==> src/rtl/toggle_event_rx.sv <==
// Receive side of a toggle-encoded event link: synchronises the toggle level, emits one pulse per
// transition and accumulates events in a saturating counter behind a ready/valid port.
module toggle_event_rx #(
  parameter int unsigned SYNC_STAGES = 2,
  parameter int unsigned CNT_W       = 8
) (
  input  logic             clk,
  input  logic             rst_n,
  input  logic             t_in,
  output logic             evt_pulse,
  output logic             out_valid,
  input  logic             out_ready,
  output logic [CNT_W-1:0] out_count,
  output logic             overflow
);

  typedef enum logic [0:0] {StEmpty, StPending} state_e;

  localparam logic [CNT_W-1:0] CntMax = {CNT_W{1'b1}};
  localparam logic [CNT_W-1:0] CntOne = CNT_W'(1);

  state_e                 state_q, state_d;
  logic [SYNC_STAGES-1:0] sync_q, sync_d;
  logic                   tp_q, tp_d;
  logic                   evt_pulse_q, evt_pulse_d;
  logic                   out_valid_q, out_valid_d;
  logic [CNT_W-1:0]       count_q, count_d;
  logic                   overflow_q, overflow_d;
  logic                   ts, evt;

  assign ts  = sync_q[SYNC_STAGES-1];
  assign evt = ts ^ tp_q;

  always_comb begin
    sync_d      = {sync_q[SYNC_STAGES-2:0], t_in};
    tp_d        = ts;
    evt_pulse_d = evt;
    state_d     = state_q;
    count_d     = count_q;
    overflow_d  = overflow_q;
    case (state_q)
      StEmpty: begin
        if (evt) begin
          state_d = StPending;
          count_d = CntOne;
        end
      end
      StPending: begin
        if (out_ready) begin
          // An event arriving on the accept edge starts the next batch instead of being dropped.
          overflow_d = 1'b0;
          if (evt) begin
            count_d = CntOne;
          end else begin
            count_d = '0;
            state_d = StEmpty;
          end
        end else if (evt) begin
          if (count_q == CntMax) begin
            overflow_d = 1'b1;
          end else begin
            count_d = count_q + CntOne;
          end
        end
      end
      default: begin
        state_d    = StEmpty;
        count_d    = '0;
        overflow_d = 1'b0;
      end
    endcase
    out_valid_d = (state_d == StPending);
  end

  always_ff @(posedge clk or negedge rst_n) begin
    if (!rst_n) begin
      state_q     <= StEmpty;
      sync_q      <= '0;
      tp_q        <= 1'b0;
      evt_pulse_q <= 1'b0;
      out_valid_q <= 1'b0;
      count_q     <= '0;
      overflow_q  <= 1'b0;
    end else begin
      state_q     <= state_d;
      sync_q      <= sync_d;
      tp_q        <= tp_d;
      evt_pulse_q <= evt_pulse_d;
      out_valid_q <= out_valid_d;
      count_q     <= count_d;
      overflow_q  <= overflow_d;
    end
  end

  assign evt_pulse = evt_pulse_q;
  assign out_valid = out_valid_q;
  assign out_count = count_q;
  assign overflow  = overflow_q;

endmodule
==> config.mk <==
export PLATFORM = sky130hd
export DESIGN_NAME = toggle_event_rx
export DESIGN_NICKNAME = d
export VERILOG_FILES = /design/src/rtl/toggle_event_rx.sv
export SDC_FILE = /design/constraint.sdc
export NUM_CORES = 1
export LEC_CHECK = 0
export BUFFER_PORTS_ARGS = -buffer_cell sky130_fd_sc_hd__buf_2
export CORE_MARGIN = 4
export CORE_UTILIZATION = 45
export DETAILED_ROUTE_END_ITERATION = 7
export PLACE_DENSITY = 0.77
export SLEW_MARGIN = 20
export SYNTH_ARGS = -nofsm -noshare
export SYNTH_HDL_FRONTEND = slang
export SYNTH_SLANG_ARGS = --single-unit
==> constraint.sdc <==
create_clock -name clk -period 1.9 [get_ports clk]
set_input_delay 0.095 -clock clk [delete_from_list [all_inputs] [get_ports clk]]
set_output_delay 0.095 -clock clk [all_outputs]
set_load 0.02 [all_outputs]
==> metrics.md <==
| Metric | Value |
|---|---|
| Status | finished clean |
| # setup viols final | 0 |
| Core ar. | 1350 um2 |
| Layout Cells excl Fill | 96 |
| Worst-Skew Late Latency | 0.28 ns |
| Rows | 13 |
| Min Tclk post-route | 1.68 ns |
| Vias in the first global route | 512 |
| Unrepaired setup endpoints after global routing | false |
| DP Area | 756 um2 |
| Ranking of synthesized cells by instance count | 14 x dfrtp_1, 5 x nand2_1, 5 x nand3_1 |
| Avg WL per Cell | 13.7 um |
| GPL Wtd Cong | slightly above 0.8 |
| H-Tree Depth | 1 |
| Clk_skew | 0.00566 ns |
| Unique masters post-synth | 33 |
| CP max-delay cell | dfrtp_1 |
| Syn Nets | 66 |
| Primary FF master, synth | dfrtp_1 |
| I/O pin cnt | 15 |
| Count leader, synth | dfrtp_1 |
| Final Hold Violating Endpoints | 0 |
| Worst hold path stage count | 3 |
| Final #Nets | 87 |
| Synth top area share | between 50% and 60% |
| Critical Path End Type | flip-flop |
| Syn Std Cell Area | roughly 670 um2 |
| 1st-iter DRT viols | 13 |
| Most Crowded Layer GR | met2 |
| WP data required | 2.06 ns |
| Cts bufs inserted | 3 |
| Die H | 46.5 um |
| Final instance area | 812 um2 |
| Yosys top cell by area | dfrtp_1 |
| Initial antenna violation count | 0 |
| Max_cap viols | 0 |
| Mapped Cells | 61 |
| GRT Util Overall | 14.8% |
| Ratio of cells with drive above 1 in the final layout | 29.6% |
| Pins over their slew limit | 0 |
| Clock-pin slew on the worst setup and hold paths | roughly 0.080 ns |
| Largest stage delay, worst path | 0.43 ns |
| Crit path cell chain | ha_1 -> nand4_2 -> o21ai_2 -> and2_4 -> mux2_1 |
| Sequential area share after synthesis | 52.4% |
| Leak pwr | 0.422 nW |
| DP HPWL | 948 um |
| Post-route setup TNS | 0 ns |
| Inst Count DP | 90 |
| Drt via density | 5.68 |
| Crit path kind | flip-flop to flip-flop |
| Syn avg cell area | 11.0 um2 |
| Worst Reg-to-Reg Cells | 5 |
| Layout area overhead | 21.5% |
| Critical Path AT | 1.84 ns |
| Antenna-violating nets left | 0 |
| First-pass DRT Iterations | 4 |
| Port Buffers | 14 |
| EDFF count, synth | 0 |
| Yosys warns | 0 |
| Tcrit/Tclk final | between 80% and 90% |
| CTS tree | built |
| Total Wirelength | 1.32 mm |
| First-pass GRT wire length | between 2 and 2.5 mm |
| # clock sinks | 14 |
| Crit path max fanout | 8 |
| Slew Limit Headroom | approximately 80% |
| DR vias | about 550 |
| Ys async rst share | 100% |
| Worst hold path type | primary input to flip-flop |
| GR Util met3 | 5.08% |
| Clock buffer depth | 2 |
| Ant diodes | 0 |
| Worst Tran Pin Value | 0.295 ns |
| Hold_ws | 0.138 ns |
| Max VDD drop | 0.000413 V |
| Die area | 2170 um2 |
| Die W | about 47 um |
| Met2 Use GR | 22.0% |
| Pin count of the biggest net entering global routing | 15 |
| R2R setup slack | 0.22 ns |
| Worst setup SP type | flip-flop |
| # DRC | 0 |
| FMAX | 595 MHz |
| Total power | 0.657 mW |
| Initial Utilization | 49.5% |
| Met1 Track Usage GR | 19.8% |
| Dominant cells by area after synthesis | dfrtp_1 52%, nand3_1 3.7%, a21o_1 3.4% |
| CTS Root Cell | clkbuf_4 |
| Synthesized flop and latch total | 14 |
| Gr ovfl total | 0 |
| PD cells | around 810 nW/um2 |
-- through the flow --
stage | setup WS (ns) | utilization (%)
after floorplan | 0.170 | -
final | 0.220 | 60.1
after global placement | 0.304 | 56.0
after CTS | 0.227 | 60.1
after global routing | 0.139 | 60.1
after detailed placement | 0.233 | 56.0
-- what timing repair did --
action | 4_1_cts | 5_1_grt
buffers inserted | 0 | 0
gates resized for setup | 0 | 0
hold endpoints to repair | 15 | 0
hold buffers | 2 | 0
-- layout make-up --
cell class	instances	area, um2
inverter	2	7.51
clock buffer	4	36.3
fill	123	538
multi-input combinational	43	294
sequential	14	350
timing repair buffer	18	105
tap	15	18.8
-- sequential cells by signal (all words and copies together), names as in the netlist --
register / cells
evt_pulse: 1
sync_q: 2
overflow: 1
out_count: 8
out_valid: 1
tp_q: 1
-- where the power goes --
part | internal [mW] | total [mW] | switching [mW]
clock | 0.117 | 0.211 | 0.0943
sequential | 0.316 | 0.337 | 0.0210
combinational | 0.0431 | 0.108 | 0.0653
-- placed cells by master (no fill, tap or decap), types with 2 or more instances in the layout --
master and count:
a21o_1 3, a221o_1 2, buf_2 14, buf_4 2, clkbuf_4 3, dfrtp_1 14, dlygate4sd3_1 2, nand2_1 5
nand3_1 5, nor2_1 3, nor2b_1 2, nor3_1 2
-- logic make-up after synthesis --
kind of cell	share of synthesized area, %
muxes	1.69
xor gates and xnor gates	1.31
buffers and inverters	3.56
and+or+nand+nor	19.9
adders and majority gates	1.87
AOI/OAI and AO/OA	19.3
DFF	52.4
-- final timing paths --
path	startpoint	to
max in group asynchronous	rst_n	out_count[7]
worst min register to register	sync_q[0]	sync_q[1]
worst max-delay path	out_count[0]	out_count[0]
worst min-delay path	out_ready	overflow
worst max register to register	out_count[0]	out_count[0]
min in group asynchronous	rst_n	evt_pulse
-- per-layer routing --
metal | share of wire [%] | vias up
met5 | 0 | -
met2 | 44 | 18
met3 | 8.2 | 4
li1 | - | 270
met1 | 46 | 253
met4 | 1.2 | 0
-- worst max-delay path, delay by kind of cell, from the launching register on --
family,cells,cell delay (ns)
flip-flops,1,0.43
AND/OR/NAND/NOR,2,0.37
multiplexers,1,0.33
adder cells (fa/ha/maj),1,0.26
AO/OA/AOI/OAI,1,0.19
Note: power is estimated with default switching activity, not from simulation.
